[src/rtl/fetch_sequencer.sv]
// Instruction-fetch sequencer: boot delay, branch redirect bubbles,
// load-use stalls and halt/resume with a deferred branch replay.
module fetch_sequencer #(
    parameter int unsigned BOOT_CYCLES  = 2,
    parameter int unsigned FLUSH_CYCLES = 1,
    parameter int unsigned CNT_W        = 16
) (
    input  logic             clk,
    input  logic             reset,
    input  logic             hazard_stall,
    input  logic             branch_taken,
    input  logic [31:0]      branch_target,
    input  logic             halt_req,
    input  logic             resume,
    output logic             pc_write,
    output logic             pc_src,
    output logic [31:0]      pc_branch,
    output logic             if_id_write,
    output logic             if_id_flush,
    output logic             fetch_valid,
    output logic             halted,
    output logic [CNT_W-1:0] redirect_count
);

    typedef enum logic [1:0] {BOOT, RUN, FLUSH, HALT} state_t;

    localparam logic [7:0] BOOT_LOAD  = 8'(BOOT_CYCLES - 1);
    localparam logic [7:0] FLUSH_LOAD = 8'(FLUSH_CYCLES - 1);
    localparam bit         NO_FLUSH   = (FLUSH_CYCLES == 0);

    state_t           state_q, state_d;
    logic [7:0]       cnt_q, cnt_d;
    logic             pend_v_q, pend_v_d;
    logic [31:0]      pend_tgt_q, pend_tgt_d;
    logic             redirect;
    logic [31:0]      redir_tgt;
    logic [CNT_W-1:0] count_q, count_d;

    always_ff @(posedge clk or negedge reset) begin
        if (!reset) begin
            state_q    <= BOOT;
            cnt_q      <= BOOT_LOAD;
            pend_v_q   <= 1'b0;
            pend_tgt_q <= 32'h0;
            count_q    <= '0;
        end else begin
            state_q    <= state_d;
            cnt_q      <= cnt_d;
            pend_v_q   <= pend_v_d;
            pend_tgt_q <= pend_tgt_d;
            count_q    <= count_d;
        end
    end

    always_comb begin
        state_d     = state_q;
        cnt_d       = cnt_q;
        pend_v_d    = pend_v_q;
        pend_tgt_d  = pend_tgt_q;
        redirect    = 1'b0;
        redir_tgt   = branch_target;
        pc_write    = 1'b1;
        pc_src      = 1'b0;
        pc_branch   = 32'h0;
        if_id_write = 1'b1;
        if_id_flush = 1'b0;
        fetch_valid = 1'b1;
        halted      = 1'b0;

        unique case (state_q)
            BOOT: begin
                pc_write    = 1'b0;
                if_id_write = 1'b0;
                if_id_flush = 1'b1;
                fetch_valid = 1'b0;
                if (cnt_q == 8'd0) state_d = RUN;
                else cnt_d = cnt_q - 8'd1;
            end
            RUN: begin
                if (branch_taken) begin
                    redirect    = 1'b1;
                    if_id_flush = 1'b1;
                    fetch_valid = 1'b0;
                end else if (halt_req) begin
                    pc_write    = 1'b0;
                    if_id_write = 1'b0;
                    state_d     = HALT;
                end else if (hazard_stall) begin
                    pc_write    = 1'b0;
                    if_id_write = 1'b0;
                end
            end
            FLUSH: begin
                if_id_flush = 1'b1;
                fetch_valid = 1'b0;
                if (branch_taken) redirect = 1'b1;
                else if (hazard_stall) pc_write = 1'b0;
                else if (cnt_q == 8'd0) state_d = RUN;
                else cnt_d = cnt_q - 8'd1;
            end
            HALT: begin
                pc_write    = 1'b0;
                if_id_write = 1'b0;
                if_id_flush = 1'b1;
                fetch_valid = 1'b0;
                halted      = 1'b1;
                if (resume) begin
                    // A live branch beats the stored one
                    redirect  = branch_taken || pend_v_q;
                    redir_tgt = branch_taken ? branch_target : pend_tgt_q;
                    pend_v_d  = 1'b0;
                    state_d   = RUN;
                end else if (branch_taken) begin
                    pend_v_d   = 1'b1;
                    pend_tgt_d = branch_target;
                end
            end
        endcase

        if (redirect) begin
            pc_write  = 1'b1;
            pc_src    = 1'b1;
            pc_branch = redir_tgt;
            state_d   = NO_FLUSH ? RUN : FLUSH;
            cnt_d     = FLUSH_LOAD;
        end
    end

    always_comb begin
        count_d = count_q;
        if (redirect && (count_q != '1)) count_d = count_q + CNT_W'(1);
    end

    assign redirect_count = count_q;

endmodule
[config.mk]
export PLATFORM = sky130hd
export DESIGN_NAME = fetch_sequencer
export DESIGN_NICKNAME = d
export VERILOG_FILES = /design/src/rtl/fetch_sequencer.sv
export SDC_FILE = /design/constraint.sdc
export NUM_CORES = 1
export LEC_CHECK = 0
export ABC_CLOCK_PERIOD_IN_PS = 2900
export CORE_MARGIN = 2
export CORE_UTILIZATION = 37
export CTS_CLUSTER_DIAMETER = 30
export DETAILED_ROUTE_END_ITERATION = 8
export SLEW_MARGIN = 20
export SYNTH_ARGS = -nofsm -noshare
export SYNTH_HDL_FRONTEND = slang
export SYNTH_SLANG_ARGS = --single-unit
[constraint.sdc]
create_clock -name clk -period 2.9 [get_ports clk]
set_clock_uncertainty 0.2 [all_clocks]
set_input_delay 0.435 -clock clk [delete_from_list [all_inputs] [get_ports clk]]
set_output_delay 0.435 -clock clk [all_outputs]
set_load 0.05 [all_outputs]
Yosys cells after proc, flatten, opt, wreduce, memory -nomap -nowiden
Cells that the tools add are included.
- word-level logic and storage cells: 64
- register bits after elaboration: 59
- bits of input ports: 38
- equality and inequality tests: 9
- reductions and logical operators: 13
- bitwise logic cells: 1
- multiplexer cells: 34
- $add $sub $neg: 2
- operator list (kind ; number):
    32-bit two-way mux ; 4
    8-bit two-way mux ; 4
    16-bit by 1-bit adder with 16-bit output, second input constant ; 1
    16-bit inequality test, second input constant ; 1
    8-bit case mux with 2 select lines ; 1
    3-bit inequality test, second input constant ; 5
    2-bit two-way mux ; 7
    1-bit two-way mux ; 12
    8-bit zero test ; 1
    1-bit case mux with 2 select lines ; 4
    2-bit case mux with 4 select lines ; 1
    8-bit by 1-bit subtractor with 8-bit output, second input constant ; 1
    5-bit AND reduction ; 1
    2-bit equality test, second input constant ; 2
    2-bit AND reduction ; 2
    2-bit OR reduction ; 2
    1-bit case mux with 3 select lines ; 1
    3-bit AND reduction ; 1
    3-bit nonzero test ; 1
    3-bit OR reduction ; 1
    2-bit by 1-bit equality test with 1-bit output, second input constant ; 1
    2-bit zero test ; 1
    2-bit nonzero test ; 1
    1-bit logical AND ; 1
    other kinds (2) ; 2

Depth between registers and ports, before layout
- word-level depth: 6
- depth in mapped cells: 8
- mapped depth without buffers: 7

Least setup slack after synthesis
OpenSTA, ideal clock, no wires.
- path kind: reg-to-output
- start point: reg state_q[0]
- end point: out pc_branch[22]
- arrival time: 2616 ps
- data required time: 2265 ps
- buffers on the path: 3
- slack: -351 ps
- stages on the path, launching flop included: 8
- cells stage by stage: dfrtp_1 ha_1 clkbuf_1 a22o_1 nand3b_1 clkbuf_1 buf_1 a21oi_1
- cells in the longest elaborated chain, start to end: 4
- ends and longest elaborated chain (what ; RTL line ; RTL):
    start: declaration ; 31 ; state_t state_q, state_d;
    start signal: assignment ; 47 ; state_q <= state_d;
    2-bit equality test or 2-bit by 1-bit equality test with 1-bit output (tied branches) ; 70 ; unique case (state_q)
    2-bit OR reduction (no source line) ; n/a ;
    1-bit case mux with 2 select lines ; 70 ;
    32-bit two-way mux * ; 120 ; if (redirect) begin
    end: declaration ; 17 ; output logic [31:0] pc_branch,
Every way passes the cells marked *; elsewhere a longest branch is shown, timed or not.

Worst setup path after layout
- start point: reg state_q[0]
- end point: out pc_branch[3]
Same word-level chain as after synthesis.

==> impl_metrics.env <==
export IMPL_status="completed"
export IMPL_ir_drop_v=0.000578
export IMPL_viasPerCell=5.26
export IMPL_finalCritPeriodShare_pct=96.6
export IMPL_power_density_nw_per_um2=1050
export IMPL_route_met2_wl_mm=4.02
export IMPL_final_common_cell="nand2_1"
export IMPL_cpMaxStageDelayCell="dfrtp_1"
export IMPL_port_buffers=91
export IMPL_cp_required_ps=2270
export IMPL_reg2reg_depth=8
export IMPL_area_growth_syn_to_layout_pct=62.2
export IMPL_r2r_start="state_q[0]$_DFFE_PN0P_"
export IMPL_met3_length_um=447
export IMPL_dp_cells=528
export IMPL_combPwrFrac_pct=61.9
export IMPL_grt_usage_pct=18.4
export IMPL_p_int_mw=3.05
export IMPL_path_delay_family="buffers and inverters"
export IMPL_firstDrtPassIters=6
export IMPL_end_kind="output pin"
export IMPL_synthXorXnorAreaFrac_pct=3.56
export IMPL_grt_start_max_net_pins=60
export IMPL_syn_cell_area_um2=3200
export IMPL_setup_violations=0
export IMPL_synthSimpleGateAreaFrac_pct=20.4
export IMPL_routed_wl_mm=8.79
export IMPL_cts_root_buffer="clkbuf_8"
export IMPL_grt_pass1_wl_mm=14.1
export IMPL_cp_max_fo=13
export IMPL_rows=33
export IMPL_route_layer_met1_wl_mm=4.15
export IMPL_seqPwrFrac_pct=25.2
export IMPL_finalCoreUtilization_pct=62.5
export IMPL_synth_edf_count=0
export IMPL_cts_sinks=59
export IMPL_fill_cells=688
export IMPL_initial_core_util_pct=38.5
export IMPL_worstHoldPathType="reg -> reg"
export IMPL_drv_cap=0
export IMPL_final_area_um2=5180
export IMPL_critPathArrivalTime_ps=2170
export IMPL_die_h_um=97.0
export IMPL_wl_per_cell_um=15.9
export IMPL_cts_tree="yes"
export IMPL_r2r_setup_slack_ps=490
export IMPL_multi_input_area_um2=1880
export IMPL_synth_compound_area_share_pct=11.1
export IMPL_top_layer_used="met4"
export IMPL_final_cells=552
export IMPL_hold_viol_final=0
export IMPL_dp_slack_ps=27.8
export IMPL_clkPwrFrac_pct=12.9
export IMPL_layout_common_cells="75 x nand2_1, 58 x dfrtp_1, 53 x clkdlybuf4s50_1"
export IMPL_vias=2901
export IMPL_async_reset_ff_share_pct=100
export IMPL_synth_fa_ha_area_share_pct=2.74
export IMPL_ys_ff_latch=59
export IMPL_clk_latency_ps=340
export IMPL_tightest_slew_ps=509
export IMPL_finalNetCount=488
export IMPL_synth_nets=383
export IMPL_ioPinCount=92
export IMPL_dp_hpwl_mm=5.93
export IMPL_placedInstanceArea_um2=4910
export IMPL_swShare_pct=44.0
export IMPL_critical_path_class="reg -> out"
export IMPL_drive_gt1_share_pct=32.7
export IMPL_die_x_um=97.0
export IMPL_n_antenna_cell=0
export IMPL_synth_cells=338
export IMPL_postRouteAntennaNets=0
export IMPL_cts_max_level=3
export IMPL_path_cells="inv_1, ha_1, a22o_1, nand3b_1, buf_12, buf_4, a21oi_2, buf_12"
export IMPL_gp_congestion=0.788
export IMPL_synth_distinct_cells=47
export IMPL_synthMuxAreaShare_pct=12.7
export IMPL_hold_worst_slack_ps=308
export IMPL_slowest_delay_ps=370
export IMPL_antenna_found_initial=0
export IMPL_clk_pin_slew_ps=60
export IMPL_drt_drc_violations_left=0
export IMPL_slew_violations=0
export IMPL_crit_start="state_q[0]$_DFFE_PN0P_"
export IMPL_path_depth=8
export IMPL_cts_buffers=9
export IMPL_synth_top_family_by_area="simple AND/OR/NAND/NOR gates"
export IMPL_grt_overflow=0
export IMPL_worst_path_buf_inv=4
export IMPL_synth_ff_type="dfrtp_1"
export IMPL_yosys_warnings=0
export IMPL_worstSetupStartpointType="flop"
export IMPL_grt_pass1_vias=2792
export IMPL_regArea_um2=1480
export IMPL_coreArea_um2=8300
export IMPL_synth_seq_area_share_pct=46.2
export IMPL_endpoint="pc_branch[3]"
export IMPL_avgSynthCellArea_um2=9.46
export IMPL_die_area_um2=9400
export IMPL_cpMostUsedCell="buf_12"
export IMPL_switchingPower_mw=2.39
export IMPL_drt_iter0_markers=81
export IMPL_fin_crit_ps=2800
export IMPL_leakagePower_nw=2.16
export IMPL_setup_slack_ps=100
export IMPL_slew_headroom_pct=66.0
export IMPL_rr_endpoint="cnt_q[6]$_DFFE_PN0P_"
export IMPL_fmax_ghz=0.357
export IMPL_clk_path_buf_depth=2
[worst min-delay path by stage]
stage	start	to	slack, ps	cells after the start
6_report	pend_tgt_q[28]$_DFFE_PN0P_	pend_tgt_q[28]$_DFFE_PN0P_	310	1
5_1_grt	pend_tgt_q[7]$_DFFE_PN0P_	pend_tgt_q[7]$_DFFE_PN0P_	310	1
4_1_cts	pend_tgt_q[28]$_DFFE_PN0P_	pend_tgt_q[28]$_DFFE_PN0P_	310	1
3_5_place_dp	reset	pend_tgt_q[26]$_DFFE_PN0P_	280	2
3_3_place_gp	reset	pend_tgt_q[23]$_DFFE_PN0P_	270	2
2_1_floorplan	reset	cnt_q[1]$_DFFE_PN0P_	-60	0
[cells in the mapped netlist, types with 2 or more instances]
| cell | number | area share, % |
|---|---|---|
| nor4_1 | 6 | 1.2 |
| a21boi_0 | 2 | 0.47 |
| o31ai_1 | 2 | 0.47 |
| nand3b_1 | 2 | 0.47 |
| dfrtp_1 | 58 | 45 |
| o21ai_0 | 4 | 0.63 |
| nor2_1 | 11 | 1.3 |
| clkbuf_1 | 13 | 1.5 |
| or4_1 | 4 | 0.94 |
| nor3b_1 | 4 | 0.94 |
| buf_1 | 3 | 0.35 |
| nor4b_1 | 3 | 0.82 |
| inv_1 | 9 | 1.1 |
| nor3_1 | 5 | 0.78 |
| a31oi_1 | 2 | 0.39 |
| buf_2 | 2 | 0.31 |
| a21oi_1 | 39 | 6.1 |
| mux2_2 | 35 | 12 |
| xor2_1 | 12 | 3.3 |
| nand4_1 | 4 | 0.78 |
| ha_1 | 7 | 2.7 |
| nand2_1 | 76 | 8.9 |
| nand2b_1 | 3 | 0.59 |
| a211oi_1 | 3 | 0.70 |
| nand3_1 | 6 | 0.94 |
| and3_1 | 2 | 0.39 |
[cell type report]
cell class	count	share of cell area, %
inverter	9	0.724
clock buffer	13	3.26
multi-input combinational	252	36.3
sequential	59	28.5
tap	105	2.53
clock inverter	2	0.193
timing repair buffer	112	28.5
[stage by stage]
| step | TNS (ps) | total power [mW] |
|---|---|---|
| after floorplan | -312 | 3.36 |
| after global placement | 0 | 4.59 |
| after detailed placement | 0 | 4.64 |
| after CTS | 0 | 5.35 |
| after global routing | -37.3 | 5.74 |
| final | 0 | 5.44 |
[layer usage]
layer / global-route usage (%) / up-vias
met5: 0 / -
met4: 6.93 / 0
met3: 3.61 / 15
met2: 28.8 / 87
met1: 25.4 / 1405
li1: - / 1394
[repair_timing]
| action | 4_1_cts | 5_1_grt |
|---|---|---|
| pin swaps | 0 | 1 |
| hold endpoints to repair | 58 | 0 |
| gates cloned | 0 | 1 |
| resized for setup | 1 | 1 |
| setup endpoints to repair | 1 | 21 |
| hold buffers | 1 | 0 |
| buffers inserted | 0 | 7 |
[power by group through the flow]
stage               clock (mW)  sequential, mW  combinational, mW
finish                   0.703            1.37               3.37
global route             0.751            1.42               3.57
CTS                      0.715            1.37               3.26
detailed placement           0            1.39               3.25
global placement             0            1.37               3.22
floorplan                    0            1.46               1.89
[state kept, by name, indices dropped and copies added (netlist names)]
signal	cells
pend_v_q	1
cnt_q	8
redirect_count	16
pend_tgt_q	32
state_q	2
[kinds of logic after synthesis]
family,count (synthesis)
AO/OA/AOI/OAI,61
XOR/XNOR,13
adder cells (fa/ha/maj),7
buffers and inverters,27
flip-flops,59
multiplexers,36
AND/OR/NAND/NOR,135
No activity file was read; power rests on OpenSTA's default activity.
